`src/rtl/rx_mailbox_controller.sv`:
```
`default_nettype none
// ============================================================================
// Module      : rx_mailbox_controller
// Description : Receive-side packet controller. Accepts header+payload packets
//               from the interconnect RX port, stores the payload in a
//               per-source mailbox and pulses a flag-set write for that
//               source. CPU flag clears are snooped into a local occupancy
//               mirror so a full mailbox is never overwritten.
// Revision    : 1.0 - initial release
// ============================================================================
module rx_mailbox_controller #(
  parameter int ADDR_WIDTH_RF = 1,
  parameter int DATA_WIDTH    = 32,
  parameter int PAYLOAD_WORDS = 4,
  localparam int c_idx_w      = (PAYLOAD_WORDS > 1) ? $clog2(PAYLOAD_WORDS) : 1
) (
  input  logic                     clk,
  input  logic                     reset_n,
  input  logic                     rx_valid,
  input  logic                     rx_sop,
  input  logic [DATA_WIDTH-1:0]    rx_data,
  output logic                     rx_ready,
  input  logic                     rtr_write_enable,
  input  logic [ADDR_WIDTH_RF-1:0] address_2,
  output logic                     rx_write_enable,
  output logic [ADDR_WIDTH_RF-1:0] address_1,
  input  logic [ADDR_WIDTH_RF-1:0] mb_rd_addr,
  input  logic [c_idx_w-1:0]       mb_rd_word,
  output logic [DATA_WIDTH-1:0]    mb_rd_data,
  output logic [7:0]               err_count
);

  localparam int                 c_num_mb   = 2 ** ADDR_WIDTH_RF;
  localparam logic [c_idx_w-1:0] c_last_idx = c_idx_w'(PAYLOAD_WORDS - 1);
  localparam logic [c_idx_w:0]   c_words    = (c_idx_w + 1)'(PAYLOAD_WORDS);

  typedef enum logic [1:0] {
    S_IDLE    = 2'd0,
    S_HOLD    = 2'd1,
    S_PAYLOAD = 2'd2,
    S_COMMIT  = 2'd3
  } state_t;

  state_t                   r_state;
  state_t                   w_next;
  logic [ADDR_WIDTH_RF-1:0] r_src;
  logic [c_idx_w-1:0]       r_idx;
  logic [7:0]               r_err;
  logic [ADDR_WIDTH_RF-1:0] r_addr1;
  logic [c_num_mb-1:0]      r_occ;
  logic [DATA_WIDTH-1:0]    r_mem [c_num_mb][PAYLOAD_WORDS];

  logic w_xfer;
  logic w_take_hdr;
  logic w_wr_word;
  logic w_err_inc;

  assign w_xfer    = rx_valid & rx_ready;
  assign address_1 = r_addr1;
  assign err_count = r_err;

  // State register
  always_ff @(posedge clk or negedge reset_n) begin
    if (!reset_n) begin
      r_state <= S_IDLE;
    end else begin
      r_state <= w_next;
    end
  end

  // Next-state decode plus handshake/flag outputs; ready is masked by reset
  // so nothing is accepted while the block is held in reset
  always_comb begin
    w_next          = r_state;
    w_take_hdr      = 1'b0;
    w_wr_word       = 1'b0;
    w_err_inc       = 1'b0;
    rx_ready        = 1'b0;
    rx_write_enable = 1'b0;
    case (r_state)
      S_IDLE: begin
        rx_ready = reset_n;
        if (w_xfer) begin
          if (rx_sop) begin
            w_take_hdr = 1'b1;
            w_next     = S_HOLD;
          end else begin
            w_err_inc = 1'b1;
          end
        end
      end
      S_HOLD: begin
        // Wait until the CPU has drained this source's mailbox
        if (!r_occ[r_src]) begin
          w_next = S_PAYLOAD;
        end
      end
      S_PAYLOAD: begin
        rx_ready = reset_n;
        if (w_xfer) begin
          if (rx_sop) begin
            // Header mid-payload: abandon the current packet, start the new one
            w_err_inc  = 1'b1;
            w_take_hdr = 1'b1;
            w_next     = S_HOLD;
          end else begin
            w_wr_word = 1'b1;
            if (r_idx == c_last_idx) begin
              w_next = S_COMMIT;
            end
          end
        end
      end
      S_COMMIT: begin
        rx_write_enable = 1'b1;
        w_next          = S_IDLE;
      end
      default: begin
        w_next = S_IDLE;
      end
    endcase
  end

  // Packet bookkeeping, error counter and occupancy mirror
  always_ff @(posedge clk or negedge reset_n) begin
    if (!reset_n) begin
      r_src   <= '0;
      r_idx   <= '0;
      r_err   <= '0;
      r_addr1 <= '0;
      r_occ   <= '0;
    end else begin
      if (w_take_hdr) begin
        r_src <= rx_data[ADDR_WIDTH_RF-1:0];
        r_idx <= '0;
      end else if (w_wr_word) begin
        r_idx <= r_idx + 1'b1;
      end
      if (w_err_inc && (r_err != 8'hFF)) begin
        r_err <= r_err + 8'd1;
      end
      // address_1 is loaded on entry to COMMIT and held afterwards
      if (w_next == S_COMMIT) begin
        r_addr1 <= r_src;
      end
      if (r_state == S_COMMIT) begin
        r_occ[r_src] <= 1'b1;
      end
      // Clear is written last so it wins over a same-cycle set on that address
      if (rtr_write_enable) begin
        r_occ[address_2] <= 1'b0;
      end
    end
  end

  // Mailbox storage (not reset; validity is conveyed by the flag)
  always_ff @(posedge clk) begin
    if (w_wr_word) begin
      r_mem[r_src][r_idx] <= rx_data;
    end
  end

  // CPU read port; word selects beyond the payload length read as zero
  always_comb begin
    mb_rd_data = '0;
    if ({1'b0, mb_rd_word} < c_words) begin
      mb_rd_data = r_mem[mb_rd_addr][mb_rd_word];
    end
  end

endmodule
`default_nettype wire

```
`config.mk`:
```
export PLATFORM = sky130hd
export DESIGN_NAME = rx_mailbox_controller
export DESIGN_NICKNAME = d
export VERILOG_FILES = /design/src/rtl/rx_mailbox_controller.sv
export SDC_FILE = /design/constraint.sdc
export NUM_CORES = 1
export LEC_CHECK = 0
export CAP_MARGIN = 20
export CORE_ASPECT_RATIO = 0.6
export CORE_MARGIN = 2
export CORE_UTILIZATION = 68
export DETAILED_ROUTE_END_ITERATION = 8
export DONT_BUFFER_PORTS = 1
export PLACE_DENSITY_LB_ADDON = 0.12
export SLEW_MARGIN = 20
export SYNTH_ARGS = -nofsm -noshare
export SYNTH_HDL_FRONTEND = slang
export SYNTH_SLANG_ARGS = --single-unit
```
`constraint.sdc`:
```
create_clock -name clk -period 5.9 [get_ports clk]
set_input_delay 0.885 -clock clk [delete_from_list [all_inputs] [get_ports clk]]
set_output_delay 0.885 -clock clk [all_outputs]
set_load 0.02 [all_outputs]
```
# Yosys cells after proc, flatten, opt, wreduce, memory -nomap -nowiden
# Memory sizes are Yosys's and may differ from the RTL's.
# Index checks and enable logic that the tools add are counted.
# totals
regBits,16
latchBits,0
mem_bits_rw,256
mem_bits_ro,0
inputBits,41
output_inout_bits,43
word_cells,68
n_memories,1
# op_classes
add_sub_neg,2
multipliers,0
div,0
n_lt_le_gt_ge,7
n_eq_ne,6
shifts,0
muxes,33
bitwise_logic,6
reduce_logical,7
# mem_list
memory,depth,width,rd,rd_ports_with_merged_regs,wr,line_no,rtl
r_mem,2,128,1,0,1,51,logic [DATA_WIDTH-1:0] r_mem [c_num_mb][PAYLOAD_WORDS];
# op_table
cell,n
2-to-1 mux 128 bit,1
2-to-1 mux 32 bit,3
binary-select mux 32 bit (select 2 bit),1
demux 32 bit (select 2 bit),1
2-to-1 mux 2 bit,10
2-to-1 mux 1 bit,13
"adder 8 x 1 -> 8 bit, second input constant",1
"equality test 2 bit, second input constant",4
"inequality test 8 bit, second input constant",1
one-hot mux 2 bit (4 select lines),1
"greater-or-equal comparator 3 bit, second input constant",2
NOT 2 -> 3 bit,2
logical AND 1 bit,4
"< comparator 1 x 2 -> 1 bit, second input constant",2
"< comparator 3 x 1 -> 1 bit, second input constant",1
"adder 2 x 1 -> 2 bit, second input constant",1
bitwise AND 2 bit,1
demux 1 bit (select 1 bit),2
"equality test 2 x 1 -> 1 bit, second input constant",1
"greater-or-equal comparator 1 bit, second input constant",2
zero test 2 bit,1
NOT 2 bit,1
OR 2 bit,1
one-hot mux 1 bit (2 select lines),1
3 further kinds,3

# Logic depth before layout (Yosys ltp)
# logic_depth
depth_word,8
depth_mapped,5
mapped_depth_nobuf,5

# Worst setup path before layout
# Ideal clock, no wire load.
# synth_path
path_kind,input -> register
from,input rx_valid
to,"memory r_mem[1][0] (netlist bit), enable pin"
setup_time_ns,0.423
arrival_ns,2.615
required_time_ns,5.477
setup_slack_ns,2.862
path_stages,3
n_path_buf,0
path_cell_list,and3b_1 nand4b_1 nor2_1
# synth_between
elab_chain_cells,5
# synth_rtl
element,line_no,rtl
from (decl),19,"input logic rx_valid,"
bitwise AND 1 bit,58,assign w_xfer = rx_valid & rx_ready;
2-to-1 mux 1 bit,n/a,
2-to-1 mux 1 bit,80,case (r_state)
2-to-1 mux 1 bit,158,if (w_wr_word) begin
2-to-1 mux 128 bit (implied by the code),159,r_mem[r_src][r_idx] <= rx_data;
to (decl),51,
# Every way passes these cells.

# Worst setup path in the final report
# layout_path
from,input mb_rd_addr
to,output mb_rd_data[26]
# layout_between
elab_chain_cells,4
# layout_rtl
element,line_no,rtl
from (decl),27,"input logic [ADDR_WIDTH_RF-1:0] mb_rd_addr,"
memory (2 x 128 bit),n/a,
binary-select mux 32 bit (select 2 bit),167,mb_rd_data = r_mem[mb_rd_addr][mb_rd_word];
2-to-1 mux 32 bit (implied by the code) (2 in a row),167,
to (decl),29,"output logic [DATA_WIDTH-1:0] mb_rd_data,"
# Every way passes these cells. The select of a mux whose other input is x is not followed.

==> impl_metrics.csv <==
group,metric,value,unit
run_status,status,"finished clean",
clock_tree,cts_hold_buf,0,
timing,drv_slew,0,
clock_tree,post_cts_buffers,0,
global_routing,antenna_found_initial,0,
setup_path,critPathRequiredTime,5.02,ns
layout,drive_gt1_frac,0.206,
setup_path,worstPathBufferInverterCount,0,
logic_synthesis,yosys.area.top_type,"edfxtp_1",
clock_tree,cts.sinks,272,
floorplanning,rows,35,
timing,grt_setup_unrepaired,"no",
logic_synthesis,syn_inst,463,
logic_synthesis,syn_area_per_cell,23.1,µm²
timing,hold_viol,0,
worst_hold_path,hp-class,"primary input to async pin",
route,drc,0,
timing,fmaxAchievable,0.364,GHz
power_and_ir_drop,power.density,341,nW/µm²
clock_tree,cts_resized,0,
clock_tree,insertion_delay,0.50,ns
timing,fin_tns_setup,0,ns
placement,place.gp.congestion,0.785,
logic_synthesis,synth_compound_area_frac,0.00855,
clock_tree,cts_inserted_buffers,23,
logic_synthesis,synth_most_common_cell,"edfxtp_1",
logic_synthesis,async_reset_ff_frac,0.0588,
setup_path,cpMaxStageDelayCell,"mux4_1",
logic_synthesis,synth_fa_ha_area_frac,0.00586,
logic_synthesis,synth-xor-area-share,0.00328,
logic_synthesis,synth-seq-cells,272,
logic_synthesis,yosys_warnings,0,
route,met1_length,7590,µm
route,first_pass_iters,5,
setup_path,path_max_fanout,64,
placement,io_buffers,0,
setup_path,timing.rr.start,"r_state[1]",
logic_synthesis,synth_flop_cell,"edfxtp_1",
timing,tightestPinTransition,1.02,ns
logic_synthesis,synth_top_family_by_area,"multiplexers",
global_routing,grt_pass1_vias,4808,
power_and_ir_drop,p_leak,0.00380,µW
route,drt_wl_total,18000,µm
timing,fin_worst_skew,0.0123,ns
placement,dp_hpwl,9730,µm
timing,setup_viol,0,
clock_tree,clk_pin_slew,0.06,ns
logic_synthesis,synth_cell_types,33,
route,ant_nets,0,
logic_synthesis,synth_top_area_share,0.720,
power_and_ir_drop,max-vdd-ir-drop,0.265,mV
route,highest-signal-layer,"met4",
logic_synthesis,syn_area,10700,µm²
setup_path,crit_path_end_kind,"primary output",
floorplanning,die_h,101,µm
global_routing,grt_pass1_wl,28100,µm
floorplanning,fp.dieW,166,µm
route,vias_per_cell,6.56,
setup_path,cp_cell_sequence,"mux4_1 -> mux2_2",
floorplanning,core,15400,µm²
logic_synthesis,synthesis.nets,509,
logic_synthesis,seq_area_frac_synth,0.757,
logic_synthesis,synthMuxAreaShare,0.190,
global_routing,grtUsageTotal,0.226,
route,met3_length,1620,µm
timing,relSlewSlack,0.321,
logic_synthesis,synthTopCellsByCount,"256 x edfxtp_1, 40 x mux4_1, 36 x mux2_2",
clock_tree,htree_levels,1,
floorplanning,start_util,0.695,
logic_synthesis,synth-simple-area-share,0.0209,
setup_path,worstSetupPathType,"primary input to primary output",
setup_path,critical_path.top_delay_family,"multiplexers",
layout,nets,516,
route,dr.first_iter.drc_count,433,
timing,hold_ws,0.0720,ns
floorplanning,dieArea,16800,µm²
floorplanning,ios,84,
job,drv_cap,0,
logic_synthesis,synthTopCellsByArea,"edfxtp_1 72%, mux4_1 9.8%, mux4_2 5.1%",
setup_path,start_kind,"primary input",
route,wl_met2,8610,µm
clock_tree,cts_max_path_buffers,3,
timing,timing.final.crit_period,2.75,ns
layout,diodes,0,
layout,area_growth,8.21,%
global_routing,grt.overflow.total,0,
route,vias,4517,
clock_tree,cts_tree,"yes",
global_routing,grt_max_degree,65,
setup_path,crit_start,"mb_rd_addr",
timing,fin_crit_sh,0.465,
setup_path,worst_path_largest_cell_delay,0.59,ns
route,wl_per_cell,26.1,µm
clock_tree,clockRootBuffer,"clkbuf_16",
setup_path,cp_data_arrival_time,1.86,ns
logic_synthesis,synth-edff-count,256,
-- power breakdown --
group	switching, µW	internal, µW	total [µW]
sequential	84.3	2170	2250
combinational	115	113	229
clock	614	848	1460
-- worst paths after layout --
path | to | slack, ns | depth (start not counted)
setup / recovery | mb_rd_data[26] | 3.15 | 2
hold / removal | err_count[2] | 0.07 | 0
setup reg to reg | r_mem[0][26] | 3.43 | 3
hold reg to reg | r_occ[0] | 0.54 | 2
max in group asynchronous | err_count[4] | 5.75 | 0
min in group clk | r_occ[1] | 0.47 | 1
-- cell families (layout without fill, tap and decap cells) --
family / after synthesis / after routing
simple gates: 39 / 39
compound gates: 15 / 15
flops: 272 / 272
mux: 103 / 103
buf+inv: 25 / 48
fa+ha+maj: 5 / 5
xor+xnor: 4 / 4
-- stage by stage --
stage | cells | area, µm² | util | total power, µW | worst slack (ns)
after global placement | 648 | 10800 | 0.704 | 2510 | 3.21
after floorplan | 463 | 10700 | - | 2490 | 2.86
after global routing | 689 | 11600 | 0.752 | 4070 | 3.17
final | 689 | 11600 | 0.752 | 3940 | 3.15
after detailed placement | 648 | 10800 | 0.704 | 2520 | 3.09
after CTS | 689 | 11600 | 0.752 | 3970 | 3.20
-- layer usage --
layer,vias up,global-route usage
li1,1977,-
met5,-,0
met4,0,0.0388
met3,19,0.0660
met1,2352,0.325
met2,169,0.365
-- cell usage in the layout, fill, tap and decap left out, types with 6 or more instances in the layout --
cell type,synthesis,final
mux2_2,36,36
clkbuf_16,0,23
edfxtp_1,256,256
dfrtp_1,16,16
a21oi_1,6,6
nand3_1,7,7
mux4_1,40,40
and2_2,0,7
nand2_1,7,7
clkbuf_1,2,9
inv_1,6,6
mux4_2,24,24
-- state kept, by name, indices dropped and copies added, names as in the netlist --
signal	flops
address_1	1
err_count	8
r_mem	256
r_src	1
r_state	2
r_idx	2
r_occ	2
-- final cells by class --
type                       instances  area (µm²)
sequential                       272        8090
clock buffer                      35         651
timing repair buffer               1        7.51
clock inverter                     6        81.3
inverter                           6        22.5
tap                              203         254
multi-input combinational        166        2450
fill                             806        3810
Power figures use the tool's default switching activity.
